[src/rtl/key_search_pkg.sv]
// Shared types and helpers for the key search scheduler: FSM state encoding,
// index widths and a lowest-set-bit priority encoder.
package key_search_pkg;

  typedef enum logic [2:0] {
    IDLE,
    PARTITION,
    LAUNCH,
    RUN,
    ABORT,
    DONE
  } sched_state_t;

  localparam int DEFAULT_NUM_CORES = 4;
  localparam int MAX_CORES         = 64;
  localparam int CORE_IDX_W        = $clog2(DEFAULT_NUM_CORES);

  // Index of the lowest set bit; 0 when the vector is empty.
  function automatic int unsigned lowest_set(input logic [MAX_CORES-1:0] vec);
    int unsigned idx;
    idx = 0;
    for (int i = MAX_CORES - 1; i >= 0; i--) begin
      if (vec[i]) idx = unsigned'(i);
    end
    return idx;
  endfunction

endpackage

[src/rtl/key_range_partitioner.sv]
// Splits [search_lower, search_upper] into NUM_CORES contiguous slices, writing
// one core's bounds per step with a running adder.
module key_range_partitioner
  import key_search_pkg::*;
#(
  parameter int NUM_CORES = DEFAULT_NUM_CORES,
  parameter int KEY_BITS  = 24
) (
  input  logic                          clk,
  input  logic                          reset,
  input  logic                          load,
  input  logic                          step,
  input  logic [KEY_BITS-1:0]           search_lower,
  input  logic [KEY_BITS-1:0]           search_upper,
  output logic [NUM_CORES-1:0]          enable,
  output logic                          last,
  output logic [NUM_CORES*KEY_BITS-1:0] core_lower,
  output logic [NUM_CORES*KEY_BITS-1:0] core_upper
);

  localparam int IDX_W  = $clog2(NUM_CORES);
  localparam int SPAN_W = KEY_BITS + 1;

  logic [SPAN_W-1:0]             span;
  logic [KEY_BITS-1:0]           base_d, base_q, chunk_d, chunk_q, upper_d, upper_q;
  logic [KEY_BITS-1:0]           chunk_end;
  logic                          small_d, small_q;
  logic [IDX_W-1:0]              idx_d, idx_q;
  logic [NUM_CORES-1:0]          enable_d, enable_q;
  logic [NUM_CORES*KEY_BITS-1:0] lower_d, lower_q, upper_arr_d, upper_arr_q;

  assign last = (idx_q == IDX_W'(NUM_CORES - 1));

  // NOTE: every variable gets its hold value first so no path leaves a latch.
  always_comb begin
    base_d      = base_q;
    chunk_d     = chunk_q;
    upper_d     = upper_q;
    small_d     = small_q;
    idx_d       = idx_q;
    enable_d    = enable_q;
    lower_d     = lower_q;
    upper_arr_d = upper_arr_q;
    // The extra span bit keeps the full key space (2^KEY_BITS keys) exact.
    span        = {1'b0, search_upper} - {1'b0, search_lower} + SPAN_W'(1);
    chunk_end   = base_q + chunk_q - KEY_BITS'(1);

    if (load) begin
      base_d   = search_lower;
      upper_d  = search_upper;
      small_d  = (span < SPAN_W'(NUM_CORES));
      chunk_d  = KEY_BITS'(span >> IDX_W);
      idx_d    = '0;
      enable_d = small_d ? NUM_CORES'(1) : '1;
    end else if (step) begin
      if (small_q) begin
        lower_d[idx_q*KEY_BITS +: KEY_BITS]     = (idx_q == '0) ? base_q  : '0;
        upper_arr_d[idx_q*KEY_BITS +: KEY_BITS] = (idx_q == '0) ? upper_q : '0;
      end else begin
        lower_d[idx_q*KEY_BITS +: KEY_BITS]     = base_q;
        upper_arr_d[idx_q*KEY_BITS +: KEY_BITS] = last ? upper_q : chunk_end;
      end
      base_d = base_q + chunk_q;
      idx_d  = idx_q + IDX_W'(1);
    end
  end

  // NOTE: sequential state uses non-blocking assignments only.
  always_ff @(posedge clk) begin
    if (reset) begin
      base_q      <= '0;
      chunk_q     <= '0;
      upper_q     <= '0;
      small_q     <= 1'b0;
      idx_q       <= '0;
      enable_q    <= '0;
      lower_q     <= '0;
      upper_arr_q <= '0;
    end else begin
      base_q      <= base_d;
      chunk_q     <= chunk_d;
      upper_q     <= upper_d;
      small_q     <= small_d;
      idx_q       <= idx_d;
      enable_q    <= enable_d;
      lower_q     <= lower_d;
      upper_arr_q <= upper_arr_d;
    end
  end

  assign enable     = enable_q;
  assign core_lower = lower_q;
  assign core_upper = upper_arr_q;

endmodule

[src/rtl/key_search_scheduler.sv]
// Distributes a runtime key range over NUM_CORES RC4 cracking cores, launches
// them, and collects the first winning key or reports exhaustion.
module key_search_scheduler
  import key_search_pkg::*;
#(
  parameter int NUM_CORES  = DEFAULT_NUM_CORES,
  parameter int KEY_BITS   = 24,
  parameter int RAM_WIDTH  = 8,
  parameter int KEY_LENGTH = 3
) (
  input  logic                                     clk,
  input  logic                                     reset,
  input  logic                                     start,
  input  logic [KEY_BITS-1:0]                      search_lower,
  input  logic [KEY_BITS-1:0]                      search_upper,
  output logic [NUM_CORES-1:0]                     core_start,
  output logic [NUM_CORES-1:0]                     core_reset,
  output logic [NUM_CORES*KEY_BITS-1:0]            core_lower,
  output logic [NUM_CORES*KEY_BITS-1:0]            core_upper,
  input  logic [NUM_CORES-1:0]                     core_succeeded,
  input  logic [NUM_CORES-1:0]                     core_failed,
  input  logic [NUM_CORES*KEY_LENGTH*RAM_WIDTH-1:0] core_key,
  output logic                                     busy,
  output logic                                     found,
  output logic                                     exhausted,
  output logic [KEY_LENGTH*RAM_WIDTH-1:0]          found_key,
  output logic [$clog2(NUM_CORES)-1:0]             found_core
);

  localparam int KW    = KEY_LENGTH * RAM_WIDTH;
  localparam int IDX_W = $clog2(NUM_CORES);

  sched_state_t         state_d, state_q;
  logic                 busy_d, busy_q, found_d, found_q, exhausted_d, exhausted_q;
  logic [KW-1:0]        found_key_d, found_key_q;
  logic [IDX_W-1:0]     found_core_d, found_core_q, win;
  logic [NUM_CORES-1:0] done_d, done_q, enable, hit;
  logic                 load, step, last;

  key_range_partitioner #(
    .NUM_CORES (NUM_CORES),
    .KEY_BITS  (KEY_BITS)
  ) u_partitioner (
    .clk          (clk),
    .reset        (reset),
    .load         (load),
    .step         (step),
    .search_lower (search_lower),
    .search_upper (search_upper),
    .enable       (enable),
    .last         (last),
    .core_lower   (core_lower),
    .core_upper   (core_upper)
  );

  assign hit = core_succeeded & enable;
  assign win = IDX_W'(lowest_set(MAX_CORES'(hit)));

  always_comb begin
    state_d      = state_q;
    busy_d       = busy_q;
    found_d      = found_q;
    exhausted_d  = exhausted_q;
    found_key_d  = found_key_q;
    found_core_d = found_core_q;
    done_d       = done_q;
    load         = 1'b0;
    step         = 1'b0;
    core_start   = '0;
    core_reset   = {NUM_CORES{reset}};

    case (state_q)
      IDLE: if (start) begin
        load         = 1'b1;
        busy_d       = 1'b1;
        found_d      = 1'b0;
        exhausted_d  = 1'b0;
        found_key_d  = '0;
        found_core_d = '0;
        done_d       = '0;
        state_d      = PARTITION;
      end
      PARTITION: begin
        step = 1'b1;
        if (last) state_d = LAUNCH;
      end
      LAUNCH: begin
        core_start = enable;
        done_d     = ~enable;   // disabled cores count as already finished
        state_d    = RUN;
      end
      RUN: begin
        done_d = done_q | (core_failed & enable);
        if (|hit) begin
          found_d      = 1'b1;
          found_core_d = win;
          found_key_d  = core_key[win*KW +: KW];
          state_d      = ABORT;
        end else if (&done_d) begin
          exhausted_d = 1'b1;
          state_d     = ABORT;
        end
      end
      ABORT: begin
        core_reset = '1;
        busy_d     = 1'b0;
        state_d    = DONE;
      end
      DONE:    state_d = IDLE;
      default: state_d = IDLE;
    endcase
  end

  always_ff @(posedge clk) begin
    if (reset) begin
      state_q      <= IDLE;
      busy_q       <= 1'b0;
      found_q      <= 1'b0;
      exhausted_q  <= 1'b0;
      found_key_q  <= '0;
      found_core_q <= '0;
      done_q       <= '0;
    end else begin
      state_q      <= state_d;
      busy_q       <= busy_d;
      found_q      <= found_d;
      exhausted_q  <= exhausted_d;
      found_key_q  <= found_key_d;
      found_core_q <= found_core_d;
      done_q       <= done_d;
    end
  end

  assign busy       = busy_q;
  assign found      = found_q;
  assign exhausted  = exhausted_q;
  assign found_key  = found_key_q;
  assign found_core = found_core_q;

endmodule

[config.mk]
export PLATFORM = sky130hd
export DESIGN_NAME = key_search_scheduler
export DESIGN_NICKNAME = d
export VERILOG_FILES = /design/src/rtl/key_search_pkg.sv /design/src/rtl/key_range_partitioner.sv /design/src/rtl/key_search_scheduler.sv
export SDC_FILE = /design/constraint.sdc
export NUM_CORES = 1
export LEC_CHECK = 0
export CORE_MARGIN = 1.5
export CORE_UTILIZATION = 39
export CTS_BUF_LIST = sky130_fd_sc_hd__clkbuf_16
export DETAILED_ROUTE_END_ITERATION = 10
export PLACE_DENSITY = 0.74
export SYNTH_ARGS = -nofsm -noshare
export SYNTH_HDL_FRONTEND = slang
export SYNTH_SLANG_ARGS = --single-unit
[constraint.sdc]
create_clock -name clk -period 5.49 [get_ports clk]
set_input_delay 0.549 -clock clk [delete_from_list [all_inputs] [get_ports clk]]
set_output_delay 0.549 -clock clk [all_outputs]
set_load 0.1 [all_outputs]
==> metrics <==
status finished, final reports clean; post-route ant nets 0; CTS buffer count 37; H-tree level count 2; hold wc startpoint reset; pwr dens 326.6 nW/um^2; die area 47170 um^2; vias per cell 6.093; Synth Warn # 0; clk slew on worst S/H paths 60 ps; initial DRC count 2151; Syn Inst Count 2255; final core utilization 52.33%; total track usage 33.99%; antenna violations before repair 5; Seq/Total Area, Yosys 34.01%; reg-to-reg startpoint u_partitioner.base_q[0]; first-pass GRT wire length 121.2 mm; synthesized area per cell 7.934 um^2; CP startpoint kind flip-flop; clk_skew 25.73 ps; Post-synth EDFFs 0; syn_nets 2487; share of the synthesized area in the top cell type 34.01%; WHS Path Cells 2; number of library cell types mapped by synthesis 89; TritonCTS clock tree done; Cell Int Power 0.004652 W; synth top area cells dfxtp_1, a22oi_1, nor2_1; final setup margin 699.1 ps; Core ar. 45280 um^2; ys flop type dfxtp_1; Tcrit/Tclk final 87.27%; cell family with most CP delay compound AO/OA/AOI/OAI gates; Reg2Reg Setup Slack 700 ps; Row Count 78; drt first pass iters 8; Vias 19640; gpl congestion 1.043; Die H 217.2 um; crit path cell chain ha_1 -> fa_1 -> a21o_1 -> a221oi_4 -> xnor2_1 -> a2111oi_2 -> nand3b_1 -> nor4_1 -> nand3_1 -> a31oi_1 -> a41oi_1 -> a2bb2oi_1 -> nor2_1; combinational power share 36.8%; cts repair resizes 0; Hold Violations, Final 0; initial core utilization 39.51%; setup bufs post-CTS 0; synthesized flop and latch total 304; CTS sink count 304; Flop pwr share 31.5%; Total Negative Setup Slacks 0 ps; Setup CP Type reg2reg; reg-to-reg endpoint u_partitioner.core_upper[88]; io pins 384; CP required 5990 ps; fmax 0.2087 GHz; Critical Path Max Stage Delay 800 ps; vias in the first global route 18880; cell taking the most area after synthesis dfxtp_1; max-slew violation count 0; worst hold path class in2reg; Post-CTS Hold Buffers 0; RSZ-0062 raised after global routing no; Switching Share 39.90%; post-DR wirelength/cell 25.62 um; largest net degree at the start of global routing 81; Max Cap Viol 0; final setup fails 0; DRC errors left 0; Pleak 8.671 nW; share of power burned in the clock network 31.6%; WP data arrival 5290 ps; Crit. path cell count 13; Detailed Place HPWL 63.92 mm; maximum VDD drop 0.0001584 V; CP bufs+invs 0; Root Driver clkbuf_16; Async SR Flop Fraction 0%; Total Wirelength 82.56 mm; worst slew pin tran 1333 ps; Switch Pwr 0.003088 W; hold worst-path end u_partitioner.core_upper[88]; placed instance count 3156; clock period minus worst slack 4791 ps; Die W 217.2 um; FILL cells 4292; Cell Area, Synth 17890 um^2; CP Capture Type flip-flop; CP max FO 8; CP max-delay cell a31oi_1; GR Overflow Total 0; PortBufs 383; layout cell share with drive strength beyond 1 8.021%; count of non-filler cells in the finished layout 3223; clk_lat worst skew 570 ps; Area growth, synth to finish 32.44%; clock buffer depth 3; Nets 2827; post-place setup slack 774.3 ps; Register-to-Register Path Depth 13; Hold WS 420.4 ps; relative slew slack 10.83%
-- power groups by stage --
stage	Combinational (W)	Clock (W)	Sequential [W]
2_1_floorplan	0.00146	0	0.00271
3_3_place_gp	0.00277	0	0.00248
3_5_place_dp	0.00277	0	0.00248
4_1_cts	0.00278	0.00247	0.00244
5_1_grt	0.00299	0.00256	0.00245
6_report	0.00285	0.00245	0.00244
-- synth_stat cells (all sizes together) (8+ instances only) --
library cell  number
or3               10
a2bb2oi            8
nand4             11
o31ai             20
mux2i             34
dfxtp            304
nand2b            13
xnor2             36
a22oi            187
o221ai             9
o21ai            101
o21a              16
and3              15
nor3              44
buf               27
nand2            262
xor2              16
and2              11
nand3             29
a21o              25
or2                8
a21oi            206
mux4              24
a22o              21
inv               57
nor4              14
clkbuf           143
a31oi             10
a221oi            18
ha                75
a32oi             17
a32o              16
nor2b             19
a211oi            23
nor2             319
-- placed cells by master (no fill, tap or decap), drive strengths merged, types with 62 or more instances in the layout --
cell type and count:
nand2 262, a22oi 187, a21oi 206, o21ai 101, dfxtp 304, nor2 319
inv 62, ha 75, buf 90, clkdlybuf4s50 380
-- how the worst max path moves through the flow --
stage | to | start | slack [ps]
floorplan | u_partitioner.core_upper[42] | u_partitioner.base_q[0] | 1330
finish | u_partitioner.core_upper[88] | u_partitioner.base_q[0] | 700
CTS | u_partitioner.core_upper[58] | u_partitioner.base_q[0] | 750
detailed placement | u_partitioner.core_upper[64] | u_partitioner.base_q[0] | 770
global route | u_partitioner.core_upper[88] | u_partitioner.base_q[0] | 410
global placement | u_partitioner.core_upper[64] | u_partitioner.base_q[0] | 920
-- routing by layer --
layer / GRT usage [%] / up-vias / part of all wire, %
met5: 0 / - / 0
met4: 17.13 / 0 / 5.4
met3: 6.373 / 214 / 8.6
met2: 56.63 / 1098 / 47
met1: 41.86 / 9355 / 39
li1: - / 8972 / -
-- final cells by class --
class / instances / area [um^2] / share of cell area, %
timing repair buffer: 471 / 4493 / 18.96
inverter: 59 / 221.5 / 0.9346
sequential: 304 / 6088 / 25.69
clock inverter: 25 / 245.2 / 1.035
antenna: 5 / 12.51 / 0.05280
multi-input combinational: 1722 / 10960 / 46.25
clock buffer: 37 / 925.9 / 3.907
tap: 600 / 750.7 / 3.168
-- through the flow --
step / cell area (um^2) / total power, W
floorplan: 17890 / 0.004171
global placement: 22510 / 0.005246
detailed placement: 22510 / 0.005252
CTS: 23680 / 0.007690
global route: 23700 / 0.008004
finish: 23700 / 0.007740
-- worst reg2reg max path, stage by stage (launching register included) --
cell       delay (ps)
dfxtp_1           380
ha_1              240
fa_1              410
a21o_1            230
a221oi_4          330
xnor2_1           230
a2111oi_2         710
nand3b_1          360
nor4_1            280
nand3_1           110
a31oi_1           800
a41oi_1           350
a2bb2oi_1         220
nor2_1            100
-- flip-flops by register name, summed over array words and instances, names as in the netlist --
signal,cells
u_partitioner.base_q,24
u_partitioner.core_lower,96
done_q,4
exhausted,1
u_partitioner.small_q,1
found_key,24
u_partitioner.chunk_q,23
busy,1
u_partitioner.core_upper,96
found,1
u_partitioner.upper_q,24
u_partitioner.idx_q,2
found_core,2
u_partitioner.enable,2
state_q,3
-- logic make-up (layout without fill, tap and decap cells) --
family	Yosys count	count (layout)	synth area share, %
buf+inv	229	592	4.944
compound gates	758	758	29.16
xor+xnor	52	52	2.545
fa+ha+maj	77	77	5.469
flops	304	304	34.01
mux	62	62	5.175
other cells	0	5	0
simple gates	773	773	18.69
(Power assumes the default switching activity.)
